--- src/rtl/rsa_mont_mult_if.sv ---
// Request/response bundle between the exponentiation sequencer and the
// Montgomery multiplier.
interface rsa_mont_mult_if #(
  parameter int WIDTH = 8
);
  logic             start;
  logic [WIDTH-1:0] op_a;
  logic [WIDTH-1:0] op_b;
  logic [WIDTH-1:0] modulus;
  logic [WIDTH-1:0] result;
  logic             busy;
  logic             done;

  modport master (output start, op_a, op_b, modulus, input result, busy, done);
  modport slave  (input start, op_a, op_b, modulus, output result, busy, done);
endinterface

--- src/rtl/rsa_mont_mult.sv ---
// Bit-serial radix-2 Montgomery multiplier: result = A*B*2^-WIDTH mod M.
// Takes one iteration per clock, with a fixed WIDTH+1 cycle latency.
module rsa_mont_mult #(
  parameter int WIDTH = 8
) (
  input  logic              clk,
  input  logic              rst_n,
  rsa_mont_mult_if.slave    bus
);
  localparam int IW = (WIDTH > 1) ? $clog2(WIDTH) : 1;

  typedef enum logic [1:0] {IDLE, CALC, CORR} state_t;

  typedef struct packed {
    logic [WIDTH-1:0] a;
    logic [WIDTH-1:0] b;
    logic [WIDTH-1:0] m;
  } opr_t;

  state_t           state_q, state_d;
  opr_t             opr;
  logic [WIDTH:0]   p;
  logic [IW-1:0]    i;
  logic [WIDTH+1:0] u0, u1;
  logic [WIDTH:0]   p_nxt;
  logic [WIDTH-1:0] res_nxt;
  logic [WIDTH-1:0] result_q;
  logic             done_q;
  logic             last_bit;

  assign last_bit = (i == IW'(WIDTH - 1));

  // p < 2M is invariant, so p + b + m fits in WIDTH+2 bits without loss
  always_comb begin
    u0      = {1'b0, p} + (opr.a[i] ? {2'b00, opr.b} : '0);
    u1      = u0[0] ? u0 + {2'b00, opr.m} : u0;
    p_nxt   = (WIDTH+1)'(u1 >> 1);
    // p - m < M < 2^WIDTH, so the low WIDTH bits of the difference are exact
    res_nxt = (p >= {1'b0, opr.m}) ? p[WIDTH-1:0] - opr.m : p[WIDTH-1:0];
  end

  always_comb begin
    state_d = state_q;
    case (state_q)
      IDLE:    if (bus.start) state_d = CALC;
      CALC:    if (last_bit)  state_d = CORR;
      CORR:    state_d = IDLE;
      default: state_d = IDLE;
    endcase
  end

  always_ff @(posedge clk or negedge rst_n) begin
    if (!rst_n) state_q <= IDLE;
    else        state_q <= state_d;
  end

  always_ff @(posedge clk or negedge rst_n) begin
    if (!rst_n) begin
      opr      <= '0;
      p        <= '0;
      i        <= '0;
      result_q <= '0;
      done_q   <= 1'b0;
    end else begin
      done_q <= 1'b0;
      case (state_q)
        IDLE: if (bus.start) begin
          opr <= '{a: bus.op_a, b: bus.op_b, m: bus.modulus};
          p   <= '0;
          i   <= '0;
        end
        CALC: begin
          p <= p_nxt;
          i <= i + 1'b1;
        end
        CORR: begin
          result_q <= res_nxt;
          done_q   <= 1'b1;
        end
        default: ;
      endcase
    end
  end

  assign bus.result = result_q;
  assign bus.done   = done_q;
  assign bus.busy   = (state_q != IDLE);
endmodule

--- src/flat_wrapper.sv ---
// flat-port wrapper written by rule: the top's interface ports become plain ports
module rsa_mont_mult_flat 
#(
  parameter int WIDTH = 8
)
  (clk, rst_n, bus_start, bus_op_a, bus_op_b, bus_modulus, bus_result, bus_busy, bus_done);
  rsa_mont_mult_if #(.WIDTH(WIDTH)) bus_i ();
  input  logic clk;
  input  logic rst_n;
  input wire logic [$bits(bus_i.start)-1:0] bus_start;
  input wire logic [$bits(bus_i.op_a)-1:0] bus_op_a;
  input wire logic [$bits(bus_i.op_b)-1:0] bus_op_b;
  input wire logic [$bits(bus_i.modulus)-1:0] bus_modulus;
  output wire logic [$bits(bus_i.result)-1:0] bus_result;
  output wire logic [$bits(bus_i.busy)-1:0] bus_busy;
  output wire logic [$bits(bus_i.done)-1:0] bus_done;
  assign bus_i.start = bus_start;
  assign bus_i.op_a = bus_op_a;
  assign bus_i.op_b = bus_op_b;
  assign bus_i.modulus = bus_modulus;
  assign bus_result = bus_i.result;
  assign bus_busy = bus_i.busy;
  assign bus_done = bus_i.done;
  rsa_mont_mult #(.WIDTH(WIDTH)) u_core (.clk(clk), .rst_n(rst_n), .bus(bus_i));
endmodule
--- config.mk ---
export PLATFORM = sky130hd
export DESIGN_NAME = rsa_mont_mult_flat
export DESIGN_NICKNAME = d
export VERILOG_FILES = /design/src/rtl/rsa_mont_mult_if.sv /design/src/rtl/rsa_mont_mult.sv /design/src/flat_wrapper.sv
export SDC_FILE = /design/constraint.sdc
export NUM_CORES = 1
export LEC_CHECK = 0
export ABC_AREA = 0
export BUFFER_PORTS_ARGS = -buffer_cell sky130_fd_sc_hd__buf_4
export CAP_MARGIN = 20
export CORE_ASPECT_RATIO = 1.4
export CORE_MARGIN = 2
export CORE_UTILIZATION = 53
export CTS_CLUSTER_SIZE = 40
export DETAILED_ROUTE_END_ITERATION = 8
export PLACE_DENSITY = 0.84
export SLEW_MARGIN = 20
export SYNTH_ARGS = -nofsm -noshare
export SYNTH_HDL_FRONTEND = slang
export SYNTH_SLANG_ARGS = --single-unit
export TNS_END_PERCENT = 20
--- constraint.sdc ---
create_clock -name clk -period 3.9 [get_ports clk]
set_input_delay 0.195 -clock clk [delete_from_list [all_inputs] [get_ports clk]]
set_output_delay 0.195 -clock clk [all_outputs]
set_load 0.05 [all_outputs]
# After elaboration in Yosys (flattened, before gate mapping)
# Cells that the tools add are included.
[word_totals]
output_inout_bits = 10
reg_bits = 47
[classes]
magnitude_cmp = 2
eq_ne = 5
reduce_logical = 6
addsub = 4
muxes = 13
[op_table]
columns = ["operator", "n"]
rows = [
  ["$pmux W9 S2", 1],
  ["$mux W8", 2],
  ["$add A10 B8 Y10", 1],
  ["$add A9 B10 Y10", 1],
  ["$mux W10", 1],
  ["$ge A9 B8 Y1", 1],
  ["$mux W9", 1],
  ["$sub A8 B8 Y8", 1],
  ["$pmux W3 S2", 1],
  ["$reduce_and A2 Y1", 3],
  ["$lt A3 B4 Y1 const B", 1],
  ["$mux W2", 2],
  ["$pmux W2 S2", 1],
  ["$reduce_bool A2 Y1", 2],
  ["$add A3 B1 Y3 const B", 1],
  ["$bmux W1 S3", 1],
  ["$eq A3 B3 Y1 const B", 1],
  ["$mux W3", 1],
  ["$eq A2 B1 Y1 const B", 1],
  ["$eq A2 B2 Y1 const B", 1],
  ["$logic_not A2 Y1", 1],
  ["$mux W1", 2],
  ["$ne A2 B1 Y1 const B", 1],
  ["$ne A2 B2 Y1 const B", 1],
]

# Longest topological paths before layout
[depth]
ltp_word = 7
ltp_mapped = 17

# Least setup slack after synthesis
# Ideal clock, no wire load.
[synth_path]
kind = "reg-to-reg"
start = "reg u_core.i[0]"
end = "reg u_core.p[8]"
path_buffers = 0
required_ns = 3.831
setup_slack_ns = 0.086
path_stages_with_launch = 17
synth_period_minus_slack_ns = 3.814
arrival_time_ns = 3.744
setup_time_ns = 0.069
path_cell_list = "dfrtp_1 > mux4_2 > mux2i_1 > nand2b_1 > inv_1 > ha_1 > a211o_1 > a21o_1 > a21oi_1 > xnor2_1 > ha_1 > nand2_1 > o21ai_0 > o21a_1 > o21a_1 > a211o_1 > nand3_1"
[synth_between]
elab_chain_len = 7
[synth_lines]
columns = ["item", "line_no", "text"]
rows = [
  ["start, declared", "rsa_mont_mult.sv:23", "logic [IW-1:0] i;"],
  ["start signal, assigned", "rsa_mont_mult.sv:74", "i <= i + 1'b1;"],
  ["$bmux W1 S3 (*)", "rsa_mont_mult.sv:35", "u0 = {1'b0, p} + (opr.a[i] ? {2'b00, opr.b} : '0);"],
  ["$mux W1 (implied by the code) (*)", "rsa_mont_mult.sv:35", ""],
  ["$mux W8 (*)", "rsa_mont_mult.sv:35", ""],
  ["$add A9 B10 Y10 (*)", "rsa_mont_mult.sv:35", ""],
  ["$add A10 B8 Y10", "rsa_mont_mult.sv:36", "u1 = u0[0] ? u0 + {2'b00, opr.m} : u0;"],
  ["$mux W10 (*)", "rsa_mont_mult.sv:36", ""],
  ["$pmux W9 S2 (*)", "rsa_mont_mult.sv:66", "case (state_q)"],
  ["end signal, assigned", "rsa_mont_mult.sv:73", "p <= p_nxt;"],
  ["end, declared", "rsa_mont_mult.sv:22", "logic [WIDTH:0] p;"],
]
# Every way passes the cells marked *; elsewhere a longest branch is shown, timed or not. The select of a mux whose other input is x is not followed.
# A chain may end at the register's enable or synchronous reset.

# Final worst setup path
# Ends and elaborated chain as after synthesis.

==> summary.txt <==
Final layout
  • Final core occ: 63.6%
  • Ant diodes: 0
  • Share of cells above drive strength 1: 27.7%
  • Fill cell total of the finished layout: 484
  • Most common cell after layout, fill and taps aside: dfrtp_1
  • Multi-input gate area: 1910 µm²
  • Most frequent cells in the layout: 46 x dfrtp_1, 44 x buf_4, 32 x nand2_1, 23 x ha_1, 20 x o21ai_0
  • FF/Latch Area: 1180 µm²
  • Area Overhead vs Synth: 17.5%
  • Nets@finish: 412
  • Final Instance Area: 3680 µm²

Floorplanning
  • Die Wd: 68.9 µm
  • Die Area: 6540 µm²
  • I/O pins: 37
  • Placement Rows: 33
  • CORE AREA: 5780 µm²
  • Die height: 94.9 µm
  • Initial Util: 54.1%

Detailed routing
  • Drt total wl: 6680 µm
  • Routed vias/inst: 5.79
  • Vias: 2,474
  • 1st-pass router iterations: 4
  • Number of nets with antenna violations after routing: 0
  • DRT iter0 DRCs: 147
  • Drt drc: 0
  • Drt wl/cell: 15.6 µm

Hold path
  • Hold Startpoint: bus_modulus[1]
  • Hold Crit Class: input pin to register

Synthesis
  • Synthesized net count: 370
  • Sequential fraction of the synthesis area: 37.6%
  • Synthesized area: 3130 µm²
  • Post-Syn Instances: 314
  • Most used DFF post-synth: dfrtp_1
  • Post-synth EDFFs: 0
  • Post-synth cell types: 51
  • Async S/R FF share, synth: 100%
  • Mean Syn Cell Area: 9.97 µm²
  • Yosys reg bits: 47
  • Synth Warn #: 0

Setup path
  • Setup crit start: u_core.i[0]
  • CP startpoint kind: register
  • Setup CP Type: register to register
  • Reg-to-Reg Start: u_core.i[0]
  • CP Data Required Time: 4.14 ns
  • Crit path max fanout: 5
  • CP arrival: 4.00 ns
  • Crit. End Element: register

STA
  • Min cycle time layout: 3.76 ns
  • FMAX: 266 MHz
  • Fin. max-slew vios: 0
  • Final setup skew: 0.0160 ns
  • Slew margin rel.: 42.3%
  • Final Cycle Share: 96.4%
  • Final Hold Vio Count: 0
  • Final setup vio count: 0
  • RSZ-0062 raised after global routing: true
  • Worst-margin pin slew: 0.864 ns

Place
  • DP Area: 3460 µm²
  • DP Wirelength: 5090 µm
  • Buffers on Ports: 36
  • Placer Congestion: 0.830

Global routing
  • Total gr overflow: 0
  • Largest net degree at the start of global routing: 48
  • First-pass GRT wire length: 11,200 µm
  • GRT Util Overall: 22.8%
  • Initial antenna violation count: 0
  • Vias in the first global route: 2,508

Clock tree
  • Clock slew at reported path FFs: 0.10 ns
  • CTS tree: yes
  • Num CTS Buffers: 5
  • Clk_lat worst skew: 0.31 ns
  • H-tree Lvls: 2
  • Max clock buf depth: 2
  • CTS Sinks: 47
  • Root buffer cell: clkbuf_8

Status
  • Status: complete, no violations

Flow run
  • Max-cap violation count: 0
path summary, 6_finish.rpt:
kind                                             end  slack (ns)  cells past startpoint
worst max-delay path                     u_core.p[8]        0.14                     17
worst min-delay path                   u_core.opr[1]        0.08                      3
worst max register to register           u_core.p[8]        0.14                     17
worst min register to register  u_core.bus.result[0]        0.50                      2
max in group asynchronous                u_core.i[0]        3.05                      2
min in group asynchronous             u_core.opr[21]        0.43                      2
critical path: stages (launching register included):
cell,delay [ns]
dfrtp_2,0.45
mux4_2,0.37
mux2i_4,0.08
nor2b_1,0.14
ha_2,0.21
inv_1,0.06
fa_2,0.36
nor2b_2,0.16
o21a_1,0.14
nor2_1,0.06
xnor2_1,0.27
ha_1,0.36
a21oi_2,0.20
o21ai_1,0.10
o21a_1,0.17
o21a_1,0.19
a211o_1,0.30
nand3_1,0.06
registers in the layout, indices dropped and copies added, names as in the netlist:
signal,cells
u_core.state_q,2
u_core.bus.done,1
u_core.i,3
u_core.opr,24
u_core.bus.result,8
u_core.p,9
repair_timing:
action,4_1_cts,5_1_grt
setup buffers,0,5
endpoints found under the hold margin,47,0
resized for setup,4,12
setup endpoints to repair,3,5
pin swaps,0,7
hold buffers,1,0
cell type report:
cell class | count | share of cell area (%)
clock buffers | 5 | 1.87
clock inverters | 3 | 0.613
inverters | 18 | 1.84
multi-input cells | 239 | 52.0
flip-flops and latches | 47 | 32.0
well taps | 70 | 2.38
repair buffers | 45 | 9.26
synth_stat cells, types with 7 or more instances:
cell type	number	area share, %
mux2i_1	9	2.9
mux2_2	19	6.8
nor2b_1	10	2.0
a21oi_1	14	2.2
nor2_1	14	1.7
nand2_1	32	3.8
dfrtp_1	47	38
a21o_1	7	1.7
o21ai_0	21	3.4
ha_1	26	10
inv_1	18	2.2
xnor2_1	12	3.4
o21a_1	7	1.7
stage by stage:
step	instances	hold WS [ns]	setup WS (ns)	TNS, ns
after floorplan	314	-0.101	0.0863	0
after global placement	413	0.232	0.100	0
after detailed placement	413	0.238	-0.0508	-0.0814
after CTS	422	0.0785	0.000818	0
after global routing	427	0.0815	-0.0663	-0.123
final	427	0.0787	0.138	0
routing by layer:
layer  GRT usage [%]  vias up  wire [µm]
li1                -     1204          -
met1            25.3     1200       2580
met2            40.9       52       3600
met3            3.34       18        233
met4            10.9        0        257
met5               0        -          0
cells by family after synthesis:
logic type | count (synthesis) | share of synthesized area [%]
muxes | 30 | 11.2
AOI/OAI and AO/OA | 86 | 18.8
DFF | 47 | 37.6
buffers and inverters | 28 | 3.68
xor gates and xnor gates | 14 | 3.92
adders and majority gates | 29 | 12.3
and+or+nand+nor | 80 | 12.6
Power is left out: the tool's default activity adds up to more than one toggle a clock period on the data nets, which glitch-free logic cannot reach.
